[config.mk]
export PLATFORM = sky130hd
export DESIGN_NAME = turbosound_ctrl
export DESIGN_NICKNAME = d
export VERILOG_FILES = /design/src/rtl/turbosound_ctrl.sv
export SDC_FILE = /design/constraint.sdc
export NUM_CORES = 1
export LEC_CHECK = 0
export ABC_CLOCK_PERIOD_IN_PS = 5800
export BUFFER_PORTS_ARGS = -buffer_cell sky130_fd_sc_hd__buf_2
export CAP_MARGIN = 20
export CORE_AREA = 4 4 59 72
export CTS_BUF_LIST = sky130_fd_sc_hd__clkbuf_4 sky130_fd_sc_hd__clkbuf_8
export DETAILED_ROUTE_END_ITERATION = 12
export DIE_AREA = 0 0 63 76
export PLACE_DENSITY_LB_ADDON = 0.12
export SYNTH_ARGS = -nofsm -noshare
export SYNTH_HDL_FRONTEND = slang
export SYNTH_SLANG_ARGS = --single-unit
[constraint.sdc]
create_clock -name cpu_clock -period 5.8 [get_ports cpu_clock]
set_clock_uncertainty 0.1 [all_clocks]
set_input_delay 0.58 -clock cpu_clock [delete_from_list [all_inputs] [get_ports cpu_clock]]
set_output_delay 0.58 -clock cpu_clock [all_outputs]
set_load 0.05 [all_outputs]
[src/rtl/turbosound_ctrl.sv]
// TurboSound-N bus controller: Z80 port decode, software PSG chip select,
// per-chip registered BC1/BDIR with BDIR stretch, #FE beeper/tape latch and
// a turbo-compensated PSG master clock divider.
module turbosound_ctrl #(
  parameter int NUM_CHIPS = 2,
  parameter int SEL_BITS  = 2,
  parameter int CLK_DIV   = 2,
  parameter int BDIR_HOLD = 1
) (
  input  logic                 cpu_clock,
  input  logic                 reset,
  input  logic                 turbo,
  input  logic                 a0,
  input  logic                 a1,
  input  logic                 a14,
  input  logic                 a15,
  input  logic                 iorq,
  input  logic                 rd,
  input  logic                 wr,
  input  logic                 m1,
  input  logic                 dos,
  input  logic [7:0]           d,
  output logic [NUM_CHIPS-1:0] bc1,
  output logic [NUM_CHIPS-1:0] bdir,
  output logic                 ym_clock,
  output logic                 ioge_c,
  output logic                 beeper,
  output logic                 tapeout,
  output logic [SEL_BITS-1:0]  chip_sel
);

  localparam int DIV_W = $clog2(2 * CLK_DIV) + 1;
  localparam logic [SEL_BITS:0] NUM_CHIPS_W = (SEL_BITS + 1)'(NUM_CHIPS);

  logic s_a0, s_a1, s_a14, s_a15, s_iorq, s_rd, s_wr, s_m1, s_dos;
  logic [7:0] s_d;

  logic io, psg, reg_wr, reg_rd, dat_wr, fe_wr;
  logic sel_byte, sel_wr, acc_wr, acc_rd;
  logic [SEL_BITS-1:0] sel_idx;
  logic reg_wr_q, fe_wr_q, acc_wr_q;

  logic [NUM_CHIPS-1:0] chip_mask, bdir_n, bc1_n;
  logic [2:0] hold_cnt, hold_n;

  logic [DIV_W-1:0] ym_cnt, ym_tc;
  logic turbo_mode;

  // Sample the Z80 bus once per clock; strobes reset to their idle (high) level
  always_ff @(posedge cpu_clock or negedge reset) begin
    if (!reset) begin
      s_a0   <= 1'b0;
      s_a1   <= 1'b0;
      s_a14  <= 1'b0;
      s_a15  <= 1'b0;
      s_iorq <= 1'b1;
      s_rd   <= 1'b1;
      s_wr   <= 1'b1;
      s_m1   <= 1'b1;
      s_dos  <= 1'b0;
      s_d    <= 8'h00;
    end else begin
      s_a0   <= a0;
      s_a1   <= a1;
      s_a14  <= a14;
      s_a15  <= a15;
      s_iorq <= iorq;
      s_rd   <= rd;
      s_wr   <= wr;
      s_m1   <= m1;
      s_dos  <= dos;
      s_d    <= d;
    end
  end

  assign io      = !s_iorq && s_m1;
  assign psg     = io && s_a15 && s_a0 && !s_a1 && s_dos;
  assign reg_wr  = psg && s_a14 && !s_wr;
  assign reg_rd  = psg && s_a14 && !s_rd;
  assign dat_wr  = psg && !s_a14 && !s_wr;
  assign fe_wr   = io && !s_a0 && !s_wr;

  // A select byte has all upper bits set and an inverted index naming a fitted chip
  assign sel_idx  = ~s_d[SEL_BITS-1:0];
  assign sel_byte = (&s_d[7:SEL_BITS]) && ({1'b0, sel_idx} < NUM_CHIPS_W);
  assign sel_wr   = reg_wr && sel_byte;
  assign acc_wr   = (reg_wr && !sel_byte) || dat_wr;
  assign acc_rd   = reg_rd && s_wr;

  // One-hot mask of the currently selected chip
  always_comb begin
    chip_mask = '0;
    for (int i = 0; i < NUM_CHIPS; i++) begin
      chip_mask[i] = (chip_sel == SEL_BITS'(i));
    end
  end

  // Next BC1/BDIR: live access code, otherwise stretch the last write, otherwise idle
  always_comb begin
    bdir_n = bdir;
    bc1_n  = bc1;
    hold_n = hold_cnt;
    if (acc_wr) begin
      bdir_n = chip_mask;
      bc1_n  = reg_wr ? chip_mask : '0;
      hold_n = 3'd0;
    end else if (acc_rd) begin
      bdir_n = '0;
      bc1_n  = chip_mask;
      hold_n = 3'd0;
    end else if (acc_wr_q) begin
      hold_n = 3'(BDIR_HOLD);
      if (BDIR_HOLD == 0) begin
        bdir_n = '0;
        bc1_n  = '0;
      end
    end else if (hold_cnt != 3'd0) begin
      hold_n = hold_cnt - 3'd1;
      if (hold_cnt == 3'd1) begin
        bdir_n = '0;
        bc1_n  = '0;
      end
    end else begin
      bdir_n = '0;
      bc1_n  = '0;
    end
  end

  // Register PSG bus outputs, hold counter and the strobe-history flags
  always_ff @(posedge cpu_clock or negedge reset) begin
    if (!reset) begin
      bdir     <= '0;
      bc1      <= '0;
      hold_cnt <= 3'd0;
      ioge_c   <= 1'b0;
      acc_wr_q <= 1'b0;
      reg_wr_q <= 1'b0;
      fe_wr_q  <= 1'b0;
    end else begin
      bdir     <= bdir_n;
      bc1      <= bc1_n;
      hold_cnt <= hold_n;
      ioge_c   <= reg_rd;
      acc_wr_q <= acc_wr;
      reg_wr_q <= reg_wr;
      fe_wr_q  <= fe_wr;
    end
  end

  // Chip select latches on the first sampled cycle of a select write
  always_ff @(posedge cpu_clock or negedge reset) begin
    if (!reset) begin
      chip_sel <= '0;
    end else if (sel_wr && !reg_wr_q) begin
      chip_sel <= sel_idx;
    end
  end

  // Beeper and tape output latch on the leading edge of a #FE write
  always_ff @(posedge cpu_clock or negedge reset) begin
    if (!reset) begin
      beeper  <= 1'b0;
      tapeout <= 1'b0;
    end else if (fe_wr && !fe_wr_q) begin
      beeper  <= s_d[4];
      tapeout <= s_d[3];
    end
  end

  assign ym_tc = turbo_mode ? DIV_W'(2 * CLK_DIV - 1) : DIV_W'(CLK_DIV - 1);

  // PSG clock divider; turbo is only adopted at terminal count so half-periods never shorten
  always_ff @(posedge cpu_clock or negedge reset) begin
    if (!reset) begin
      ym_cnt     <= '0;
      ym_clock   <= 1'b0;
      turbo_mode <= 1'b0;
    end else if (ym_cnt == ym_tc) begin
      ym_cnt     <= '0;
      ym_clock   <= ~ym_clock;
      turbo_mode <= turbo;
    end else begin
      ym_cnt     <= ym_cnt + DIV_W'(1);
    end
  end

endmodule

==> run metrics <==
CP Launch Type flop; Layout area overhead 19.4%; fin. max-slew vios 0; CTS Sinks 37; All-Layer GR Usage 11.1%; Worst Hold Class in2async; fill count ~340; hold-fix buffers at CTS 0; Reg-to-Reg Start s_m1$_DFF_PN1_; sequential fraction of the synthesis area 68.0%; crit-path max FO 7; Crit path required time 5.91 ns; Max Clock Freq 486 MHz; unrepaired setup endpoints after global routing no; post-cts sizing count 0; total CTS buffers 5; clock buffer depth 2; worst-path cell chain nand2b_4 > or4b_4 > a211oi_2 > mux2i_1; Post-Syn Nets 125; Min Hold Slack 0.280 ns; final setup violation count 0; Distinct cells, synth 28; Power Density 392 nW/um^2; DP HPWL 1730 um; Layout Nets between 150 and 200; max_slew headroom roughly half; max-cap violations 0; Worst Setup End Kind flop; Crit Path Category reg2reg; #FFs+latches synth 37; Post-synth EDFFs 0; dominant synthesized flop cell dfrtp_1; H-tree lvl count 2; grt total ovfl 0; Final period util 35.5%; Final GP Congestion roughly 0.76; number of antenna diodes 0; final instance area approximately 1600 sq um; row count 24; core area 3570 sq um; Post-DRT Antenna Nets 0; Worst-Margin Slew about 0.78 ns; static leakage 0.000791 uW; most frequent cells in the layout dfrtp_1, buf_2, nor2_1; Async SR Flop Fraction 100%; Die H 76 um; FF-to-FF End bc1[0]$_DFFE_PN0P_; worst-skew pair later-pin latency approximately 0.28 ns; yosys warns 0; Reg2Reg Setup Slack 3.74 ns; crit-path max cell delay 0.57 ns; WL/cell ~13 um; Post-Syn Area 1370 sq um; vias in the first global route 936; Pre-antenna DRT Iters 4; Max VDD drop 207 uV; slowest CP cell or4b_4; most common cell after layout, fill and taps aside dfrtp_1; Post-CTS Setup Bufs 0; Via Count ~840; outcome finished, final reports clean; post-route setup TNS 0 ns; Starting Density 38.3%; die area 4790 sq um; Port Buffers 29; Mapped Cells 101; CP arrival 2.16 ns; DR iter-0 viols 25; multi-input logic area 404 sq um; CTS tree yes; placed cell area 1550 sq um; R2R depth 4; flip-flop and latch area about 930 sq um; Ports 30; DR DRC count 0; Final min period 2.06 ns; final hold vios 0; Die X 63 um; Root Buffer clkbuf_8; antenna violations before repair 0; Total Routed Length roughly 2300 um; share of cells above drive strength 1 35.3%; Avg Cell Area, Syn 13.6 sq um; first-pass GRT wire length 4070 um; largest net degree at the start of global routing 38; Worst-path clk slew about 0.07 ns; Via-to-Cell Ratio 4.81; Tot Pwr roughly 640 uW
## per-stage QoR
stage | util, % | std cells | setup WS [ns]
final | 45.7 | 175 | 3.74
after floorplan | - | 101 | 3.73
after global placement | 43.3 | 167 | 3.77
after CTS | 45.7 | 175 | 3.71
after detailed placement | 43.3 | 167 | 3.74
after global routing | 45.7 | 175 | 3.62
## routing by layer
metal / GRT usage (%) / share of wire, % / wire (um)
met1: 11.3 / 37 / 846
met2: 19.1 / 55 / 1250
met3: 3.69 / 6.0 / 137
met4: 7.28 / 2.0 / 45
met5: 0 / 0 / 0
## where the power goes
part           total [uW]  switching [uW]  internal, uW
sequential            318            23.1           295
clock                 169            81.7          87.8
combinational         153            92.9          59.9
total                 640             198           442
## critical path, delay by kind of cell (launching register included)
family | cells | cell delay, ns
and+or+nand+nor | 2 | 0.63
muxes | 1 | 0.25
DFF | 1 | 0.54
AOI/OAI and AO/OA | 1 | 0.47
## state kept, by name (all words and copies together) (netlist names), 2 cells and up
signal,count
hold_cnt,3
ym_cnt,3
bc1,2
chip_sel,2
s_d,8
bdir,2
## logic make-up (layout without fill, tap and decap cells)
kind of cell,Yosys count,in the layout,share of synthesized area (%)
multiplexers,6,6,4.57
buffers and inverters,7,42,2.47
XOR/XNOR,3,3,1.92
flip-flops,37,37,68.0
adder cells (fa/ha/maj),4,4,3.66
AND/OR/NAND/NOR,33,33,13.4
AO/OA/AOI/OAI,11,11,5.94
## synth_stat cells (3+ instances only)
cell type,count,area share [%]
dfrtp_1,33,60
nor2_1,9,2.5
nand2_1,7,1.9
inv_1,5,1.4
dfstp_2,4,7.7
ha_1,4,3.7
mux2i_1,4,2.9
nor3_1,3,1.1
o21ai_0,3,1.1
o31ai_1,3,1.6
xnor2_1,3,1.9
## area by class of cell
type / count / share of cell area (%)
clock buffer: 6 / 4.67
clock inverter: 2 / 0.613
inverter: 5 / 1.15
multi-input combinational: 57 / 24.7
sequential: 37 / 57.0
tap: 39 / 2.99
timing repair buffer: 29 / 8.88
## worst max-delay path by stage
stage                   startpoint                      end  slack (ns)
global placement    s_m1$_DFF_PN1_  chip_sel[1]$_DFFE_PN0P_        3.77
CTS                 s_m1$_DFF_PN1_       bc1[0]$_DFFE_PN0P_        3.71
floorplan           s_m1$_DFF_PN1_  chip_sel[1]$_DFFE_PN0P_        3.73
global route        s_m1$_DFF_PN1_       bc1[0]$_DFFE_PN0P_        3.62
detailed placement  s_m1$_DFF_PN1_       bc1[0]$_DFFE_PN0P_        3.74
finish              s_m1$_DFF_PN1_       bc1[0]$_DFFE_PN0P_        3.74
No activity file was read; power rests on OpenSTA's default activity.
